[src/rtl/thumb_fetch_unit.sv]
// thumb_fetch_unit: dual-bank ROM fetch front end feeding a 2-slot issue buffer for a dual-issue Thumb decoder
module thumb_fetch_unit #(
  parameter int ADDR_W   = 14,
  parameter int PROG_LEN = 5,
  parameter int RESET_PC = 0
) (
  input  logic              clk,
  input  logic              rst,
  output logic [ADDR_W-1:0] rom_addr,
  output logic              rom_pc_1,
  output logic              rom_sel_mem_1,
  output logic [1:0]        rom_sel_mem_0,
  input  logic [15:0]       rom_ir_0,
  input  logic [15:0]       rom_ir_1,
  output logic              dec_valid_0,
  output logic              dec_valid_1,
  output logic [15:0]       dec_instr_0,
  output logic [15:0]       dec_instr_1,
  output logic [ADDR_W:0]   dec_pc_0,
  output logic              dec_wide_0,
  input  logic [1:0]        dec_take,
  input  logic              br_valid,
  input  logic [ADDR_W:0]   br_target
);
  localparam int PW = ADDR_W + 1;
  localparam logic [PW-1:0] LEN = PW'(PROG_LEN);
  localparam logic [PW-1:0] ONE = PW'(1);
  typedef enum logic [1:0] {S_FILL, S_RUN, S_END} state_t;
  state_t state_q, state_d;
  logic [PW-1:0] fpc_q, fpc_d, pc0_q, pc0_d, fpc1;
  logic [15:0] i0_q, i0_d, i1_q, i1_d;
  logic v0_q, v0_d, v1_q, v1_d, dv0_q, dv0_d, wide_q, wide_d;
  logic [1:0] cnt, tk_raw, tk;
  logic ok0, ok1, run, refill, shift;
  function automatic logic is_pfx(input logic [15:0] h);
    return h[15:13] == 3'b111 && h[12:11] != 2'b00;
  endfunction
  assign rom_addr      = fpc_q[ADDR_W:1];
  assign rom_pc_1      = fpc_q[0];
  assign rom_sel_mem_1 = ~fpc_q[0];
  assign rom_sel_mem_0 = {fpc_q[0], 1'b0};
  assign dec_valid_0   = dv0_q;
  assign dec_valid_1   = v1_q;
  assign dec_instr_0   = i0_q;
  assign dec_instr_1   = i1_q;
  assign dec_pc_0      = pc0_q;
  assign dec_wide_0    = wide_q;
  // A prefix waiting on its suffix is not issuable, so it counts as nothing consumable
  assign cnt    = dv0_q ? (v1_q ? 2'd2 : 2'd1) : 2'd0;
  assign tk_raw = dec_take > cnt ? cnt : dec_take;
  assign tk     = (wide_q && tk_raw == 2'd1) ? 2'd0 : tk_raw;
  assign fpc1   = fpc_q + ONE;
  assign ok0    = fpc_q < LEN;
  assign ok1    = ok0 && fpc1 < LEN;
  assign run    = state_q == S_RUN;
  assign refill = state_q == S_FILL || (run && tk != 2'd0 && tk == cnt);
  assign shift  = tk == 2'd1 && cnt == 2'd2;
  always_comb begin
    state_d = state_q;
    fpc_d   = fpc_q;
    pc0_d   = pc0_q;
    i0_d    = i0_q;
    i1_d    = i1_q;
    v0_d    = v0_q;
    v1_d    = v1_q;
    if (refill) begin
      i0_d  = rom_ir_0;
      i1_d  = rom_ir_1;
      v0_d  = ok0;
      v1_d  = ok1;
      pc0_d = fpc_q;
      fpc_d = fpc_q + PW'(ok0) + PW'(ok1);
    end else if (shift) begin
      i0_d  = i1_q;
      v0_d  = 1'b1;
      pc0_d = pc0_q + ONE;
      i1_d  = rom_ir_0;
      v1_d  = run && ok0;
      fpc_d = fpc_q + PW'(run && ok0);
    end else if (tk != 2'd0) begin
      v0_d = 1'b0;
      v1_d = 1'b0;
    end
    if (state_q != S_END) state_d = fpc_d >= LEN ? S_END : S_RUN;
    if (br_valid) begin
      v0_d    = 1'b0;
      v1_d    = 1'b0;
      fpc_d   = br_target;
      state_d = br_target >= LEN ? S_END : S_FILL;
    end
    dv0_d  = v0_d && (!is_pfx(i0_d) || v1_d);
    wide_d = v0_d && is_pfx(i0_d) && v1_d;
  end
  always_ff @(posedge clk) begin
    if (rst) begin
      state_q <= S_FILL;
      fpc_q   <= PW'(RESET_PC);
      pc0_q   <= '0;
      i0_q    <= '0;
      i1_q    <= '0;
      v0_q    <= 1'b0;
      v1_q    <= 1'b0;
      dv0_q   <= 1'b0;
      wide_q  <= 1'b0;
    end else begin
      state_q <= state_d;
      fpc_q   <= fpc_d;
      pc0_q   <= pc0_d;
      i0_q    <= i0_d;
      i1_q    <= i1_d;
      v0_q    <= v0_d;
      v1_q    <= v1_d;
      dv0_q   <= dv0_d;
      wide_q  <= wide_d;
    end
  end
endmodule

[config.mk]
export PLATFORM = sky130hd
export DESIGN_NAME = thumb_fetch_unit
export DESIGN_NICKNAME = d
export VERILOG_FILES = /design/src/rtl/thumb_fetch_unit.sv
export SDC_FILE = /design/constraint.sdc
export NUM_CORES = 1
export LEC_CHECK = 0
export BUFFER_PORTS_ARGS = -buffer_cell sky130_fd_sc_hd__buf_2
export CORE_ASPECT_RATIO = 1.75
export CORE_MARGIN = 1.5
export CORE_UTILIZATION = 45
export DETAILED_ROUTE_END_ITERATION = 8
export MAX_ROUTING_LAYER = met4
export PLACE_DENSITY_LB_ADDON = 0.3
export SLEW_MARGIN = 10
export SYNTH_ARGS = -nofsm -noshare
export SYNTH_HDL_FRONTEND = slang
export SYNTH_SLANG_ARGS = --single-unit
export TNS_END_PERCENT = 30
[constraint.sdc]
create_clock -name clk -period 3.78 [get_ports clk]
set_clock_uncertainty 0.1 [all_clocks]
set_input_delay 0.756 -clock clk [delete_from_list [all_inputs] [get_ports clk]]
set_output_delay 0.756 -clock clk [all_outputs]
set_load 0.03 [all_outputs]
==> run metrics, run 1 <==
initial antenna violation count 0; vias in the first global route between 4000 and 5000; grt total ovfl 0; Worst Reg-to-Reg Cells 11; status finished, final reports clean; DRC 0; utilization after layout 0.599; drt wl/cell between 15 and 20 µm; CTS tree done; TritonCTS Sinks 68; setup slack, reg-to-reg about 0.27 ns; Min-Delay Path Class register to register; H-tree depth 3; Worst Max-Slew Pin Slew between 0.6 and 0.7 ns; Final Net Count 666; Tot GR Track Use 0.293; Vias/cell 6.01; Ys Warns 0; initial core utilization 0.461; syn_nets around 540; antenna-violating nets left 0; Setup Viol. Count Final 0; R2R Path Start fpc_q[10]; Initial DRC Count 400; setup TNS 0 ns; die extent in y 127 µm; Pre-antenna DRT Iters 6; Tmin final between 3 and 4 ns; Setup Crit Path Kind register to register; Synth cell types just under 60; RSZ-0062 raised after global routing false; Die X about 74 µm; Hold Path End dec_pc_0[5]; io pins 120; mean post-synth cell area 8.33 µm²; Synth area leader dfxtp_1; cells taking the most area after synthesis dfxtp_1, mux2i_1, a211oi_1; RD Place Congestion ~1; max frequency 0.285 GHz; worst-path fanout max 3; Post-synth EDFFs 0; layout overhead on the synthesized area 29.9%; Fin. Hold Viols 0; Required @ worst endpoint 3.95 ns; Flop pwr share 0.373; Int Pwr roughly 1500 µW; row count 45; Post-Route WL around 13000 µm; period utilization 0.930; later-pin clock latency in the skew report roughly 0.33 ns; final max-slew violation count 0; Clock Power Share 0.424; crit path launch type register; arrival time worst endpoint roughly 3.7 ns; Root Driver clkbuf_16; ant diodes 0; Hold Startpoint dec_pc_0[5]; via count roughly 4400; Leakage between 0.002 and 0.0025 µW; Max VDD drop 0.312 mV; Main synth FF type dfxtp_1; CTS clk-pin slew, worst paths 0.06 ns; area share of the largest cell type after synthesis 0.343; switching share of total power 0.298; max-cap violations 0; Psw approximately 650 µW; Power Density 421 nW/µm²; r2r endpoint state_q[0]; first-pass GRT wire length 20400 µm; Core Area 8610 µm²; Post-synth ARST share 0; Num CTS Buffers 9; mapped cell area roughly 4000 µm²; crit end category register; largest net degree at the start of global routing between 60 and 70; Seq/Total Area, Yosys 0.343; fillcell total slightly below 800; CTS Hold Bufs 0; cell count after synthesis about 480; DP HPWL 9730 µm; hold depth 2; synthesis-stage register bit count a little under 70; overall power 2170 µW; Clock Tree Buf Depth 2; post-CTS setup repair buffer count 0; port buffer count 118; Slew headroom 0.535; Logic pwr share 0.203; Die Area ~9400 µm²; share of layout cells above drive strength 1 0.294
[critical path, cell delays in order (launching register included)]
cell and delay, ns:
dfxtp_1 0.33, nor3_1 0.26, nand4_1 0.16, nor4_2 0.29
and3_1 0.24, ha_1 0.21, ha_1 0.26, or4_1 0.52
o311a_1 0.15, o311a_1 0.37, nor4_2 0.34, and4_1 0.23
[logic make-up (layout without fill, tap and decap cells)]
| group | count (synthesis) | after routing | synth area share |
|---|---|---|---|
| flops | 68 | 68 | 0.343 |
| fa+ha+maj | 9 | 9 | 0.0302 |
| simple gates | 173 | 173 | 0.220 |
| buf+inv | 48 | 180 | 0.0501 |
| xor+xnor | 19 | 19 | 0.0419 |
| mux | 36 | 36 | 0.0910 |
| compound gates | 123 | 123 | 0.223 |
| other cells | 1 | 1 | 0.000944 |
[flip-flops by register name (all words and copies together), names as in the netlist]
| register | cells |
|---|---|
| dec_valid_0 | 1 |
| fpc_q | 15 |
| dec_valid_1 | 1 |
| dec_wide_0 | 1 |
| state_q | 2 |
| dec_instr_0 | 16 |
| dec_instr_1 | 16 |
| v0_q | 1 |
| dec_pc_0 | 15 |
[power by group through the flow]
stage | Combinational (µW) | Clock, µW | Sequential [µW]
2_1_floorplan | 177 | 0 | 920
3_3_place_gp | 430 | 0 | 822
3_5_place_dp | 434 | 0 | 824
4_1_cts | 437 | 931 | 810
5_1_grt | 473 | 955 | 817
6_report | 441 | 922 | 812
[layout by cell type (no fill, tap or decap), types with 12 or more instances in the layout]
cell,instances
inv_1,13
a211oi_1,42
nand2_1,32
o21ai_0,19
a21oi_1,17
dfxtp_1,68
buf_4,33
nor2_1,54
nor3_1,12
buf_2,118
nand3_1,19
mux2i_1,35
[routing by layer]
| metal | up-vias | part of all wire | GRT usage |
|---|---|---|---|
| li1 | 2032 | - | - |
| met5 | - | 0 | - |
| met4 | 0 | 0.064 | 0.191 |
| met2 | 227 | 0.50 | 0.477 |
| met3 | 77 | 0.057 | 0.0552 |
| met1 | 2024 | 0.38 | 0.314 |
[what timing repair did]
action                     CTS  global route
hold endpoints to repair     0             0
resized for setup            0             2
setup endpoints to repair    0             2
[area by class of cell]
class | instances | area (µm²) | area share
clock inverter | 4 | 72.6 | 0.0141
sequential | 68 | 1360 | 0.264
inverter | 14 | 52.6 | 0.0102
multi-input combinational | 361 | 2440 | 0.472
tap | 117 | 146 | 0.0284
clock buffer | 11 | 253 | 0.0490
timing repair buffer | 151 | 838 | 0.162
[worst max path at each step]
stage          cells past startpoint            to        start
3_5_place_dp                       9    dec_wide_0  dec_take[1]
5_1_grt                           14    state_q[0]    fpc_q[10]
3_3_place_gp                      10  dec_pc_0[13]  dec_take[1]
4_1_cts                           11    state_q[0]    fpc_q[10]
2_1_floorplan                     12    state_q[0]    fpc_q[10]
6_report                          11    state_q[0]    fpc_q[10]
[cell usage after synthesis (2+ instances only)]
cell type,number
o211a_1,4
a21oi_1,17
o2111ai_1,9
mux2i_1,35
buf_4,2
o211ai_1,9
or4_1,3
ha_1,8
and4_1,5
o311a_1,3
dfxtp_1,68
nand3_1,19
buf_2,9
and2_1,10
nand2_1,32
or3_1,5
nor4_2,2
clkbuf_1,20
a211oi_1,42
xnor2_1,11
a311oi_1,2
xor2_1,8
inv_1,13
o21ai_0,19
nor2b_1,4
o21a_1,2
buf_1,3
and3_1,8
nor4_1,4
nor3_1,12
nor2_1,55
nand4_1,8
[metrics by stage]
stage               hold slack, ns  worst slack (ns)  cells  area (µm²)
global route                 0.456            0.0235    726        5160
finish                       0.429             0.266    726        5160
CTS                          0.430             0.221    726        5150
global placement             0.413             0.206    711        4830
floorplan                    0.434             0.184    477        3970
detailed placement           0.421             0.108    711        4830
(Power assumes the default switching activity.)
==> run 2: changes to the inputs <==
--- a/config.mk
+++ b/config.mk
@@ -5,13 +5,14 @@
 export SDC_FILE = /design/constraint.sdc
 export NUM_CORES = 1
 export LEC_CHECK = 0
+export ABC_AREA = 1
 export BUFFER_PORTS_ARGS = -buffer_cell sky130_fd_sc_hd__buf_2
 export CORE_ASPECT_RATIO = 1.75
 export CORE_MARGIN = 1.5
 export CORE_UTILIZATION = 45
 export DETAILED_ROUTE_END_ITERATION = 8
 export MAX_ROUTING_LAYER = met4
-export PLACE_DENSITY_LB_ADDON = 0.3
+export PLACE_DENSITY = 0.79
 export SLEW_MARGIN = 10
 export SYNTH_ARGS = -nofsm -noshare
 export SYNTH_HDL_FRONTEND = slang
==> run metrics, run 2 <==
Die X 77.9 µm; status finished, final reports clean; row count 47; Min-Delay Path Class register to register; period utilization 0.890; worst-path fanout max 8; M1 wire length around 5400 µm; share of layout cells above drive strength 1 0.228; antenna-violating nets left 0; Worst Max-Slew Pin Slew roughly 0.73 ns; max frequency 0.297 GHz; Initial DRC Count 284; r2r endpoint state_q[1]; mapped cell area ~4400 µm²; Synth area leader dfxtp_1; Max VDD drop 0.325 mV; Tot GR Track Use 0.276; port buffer count 118; Slew headroom 0.512; Vias/cell 5.29; Logic pwr share 0.201; Seq/Total Area, Yosys 0.308; io pins 120; CP peak stage delay between 0.4 and 0.5 ns; Pre-antenna DRT Iters 7; Post-synth EDFFs 0; cell count after synthesis 681; R2R Path Start fpc_q[0]; Required @ worst endpoint a little under 4 ns; Flop pwr share 0.381; WL met3 just over 600 µm; syn_nets roughly 740; arrival time worst endpoint approximately 3.5 ns; synthesis-stage register bit count 68; Clock Tree Buf Depth 2; Worst Reg-to-Reg Cells 19; cells taking the most area after synthesis dfxtp_1, nand2_1, nor2_1; CTS Hold Bufs 0; met2 WL 7280 µm; Root Driver clkbuf_16; Tmin final 3.37 ns; pre-CTS WS 0.361 ns; grt total ovfl 0; crit path launch type register; CTS clk-pin slew, worst paths 0.06 ns; most frequent cell after synthesis nand2_1; Post-synth top cells nand2_1, nor2_1, dfxtp_1, inv_1, nand3_1; RSZ-0062 raised after global routing false; Worst Setup EP state_q[1]; crit end category register; Setup Crit Path Kind register to register; Crit. Startpoint fpc_q[0]; setup TNS 0 ns; die extent in y approximately 130 µm; most common cell after layout, fill and taps aside nand2_1; ant diodes 0; final max-slew violation count 0; Post-synth ARST share 0; utilization after layout 0.564; Num CTS Buffers 9; Fin. Hold Viols 0; Die Area 10400 µm²; TritonCTS Sinks 68; Core Area 9530 µm²; Clock Power Share 0.418; RD Place Congestion ~1.1; max-cap violations 0; first-pass GRT wire length around 22000 µm; via count 4830; CTS tree done; Slowest-stage cell, CP dfxtp_1; most frequent cells in the layout nand2_1, buf_2, nor2_1, dfxtp_1, inv_1; later-pin clock latency in the skew report around 0.33 ns; setup slack, reg-to-reg around 0.41 ns; Post-Route WL 13900 µm; Final WS setup about 0.41 ns; vias in the first global route 4631; critical path cell sequence ha_1 -> nand2_1 -> nor2_2 -> nand3_1 -> nand3_1 -> nor2_1 -> nand3_1 -> nor2_1 -> fa_1 -> ha_1 -> nand2_1 -> xor2_1 -> nand3_1 -> a21oi_1 -> nand2_1 -> nor2_2 -> nand3_2 -> nand2_1 -> inv_1; DRC 0; mean post-synth cell area 6.49 µm²; Int Pwr 1500 µW; Synth cell types 41; largest net degree at the start of global routing around 50; top layer in use met4; Main synth FF type dfxtp_1; Final Net Count ~850; Leakage between 0.002 and 0.003 µW; DP HPWL between 10000 and 15000 µm; Ys Warns 0; layout overhead on the synthesized area 21.7%; Setup Viol. Count Final 0; initial antenna violation count 0; H-tree depth 3; drt wl/cell 15.2 µm; Power Density roughly 400 nW/µm²; initial core utilization 0.464; switching share of total power 0.303; Psw around 650 µW; area share of the largest cell type after synthesis 0.308
-- run 2: metal layers --
layer / GRT usage / vias up
li1: - / 2397
met1: 0.292 / 2198
met5: - / -
met2: 0.484 / 177
met3: 0.0456 / 58
met4: 0.145 / 0
-- run 2: critical path: cells and delay by family (launching register included) --
kind,cells,cell delay (ns)
XOR/XNOR,1,0.18
flip-flops,1,0.49
AO/OA/AOI/OAI,1,0.19
buffers and inverters,1,0.03
AND/OR/NAND/NOR,13,1.37
adder cells (fa/ha/maj),3,0.89
-- run 2: worst min-delay path by stage --
stage / slack [ns] / endpoint / startpoint / cells after the start
after floorplan: 0.46 / v0_q / v0_q / 2
after global placement: 0.36 / dec_instr_0[6] / dec_instr_0[6] / 2
after detailed placement: 0.37 / dec_instr_0[7] / dec_instr_0[7] / 2
after CTS: 0.38 / dec_instr_0[7] / dec_instr_0[7] / 2
after global routing: 0.39 / dec_instr_0[7] / dec_instr_0[7] / 2
final: 0.37 / dec_instr_0[7] / dec_instr_0[7] / 2
-- run 2: logic make-up after synthesis --
family | Yosys count | share of synthesized area
and+or+nand+nor | 360 | 0.351
buffers and inverters | 107 | 0.106
AOI/OAI and AO/OA | 101 | 0.138
DFF | 68 | 0.308
xor gates and xnor gates | 35 | 0.0694
adders and majority gates | 9 | 0.0272
other | 1 | 0.000849
-- run 2: timing repair --
action,CTS,global route
buffers inserted,0,0
hold endpoints to repair,0,0
setup endpoints to repair,0,2
gates resized for setup,0,2
-- run 2: per-stage QoR --
stage	power [µW]	instance area [µm²]	std cells	hold slack (ns)
6_report	2150	5380	913	0.373
5_1_grt	2230	5380	913	0.393
4_1_cts	2160	5370	913	0.376
3_5_place_dp	1260	5060	898	0.368
3_3_place_gp	1260	5060	898	0.364
2_1_floorplan	1120	4420	681	0.461
-- run 2: cell type report --
type	instances	area [µm²]
timing repair buffer	130	681
sequential	68	1360
tap	122	153
multi-input combinational	506	2590
fill	968	4150
clock buffer	11	243
inverter	72	270
clock inverter	4	73.8
-- run 2: power by group through the flow --
stage / Sequential, µW / Clock, µW / Combinational [µW]
floorplan: 903 / 0 / 216
global placement: 830 / 0 / 428
detailed placement: 831 / 0 / 427
CTS: 816 / 910 / 430
global route: 822 / 938 / 470
finish: 818 / 899 / 432
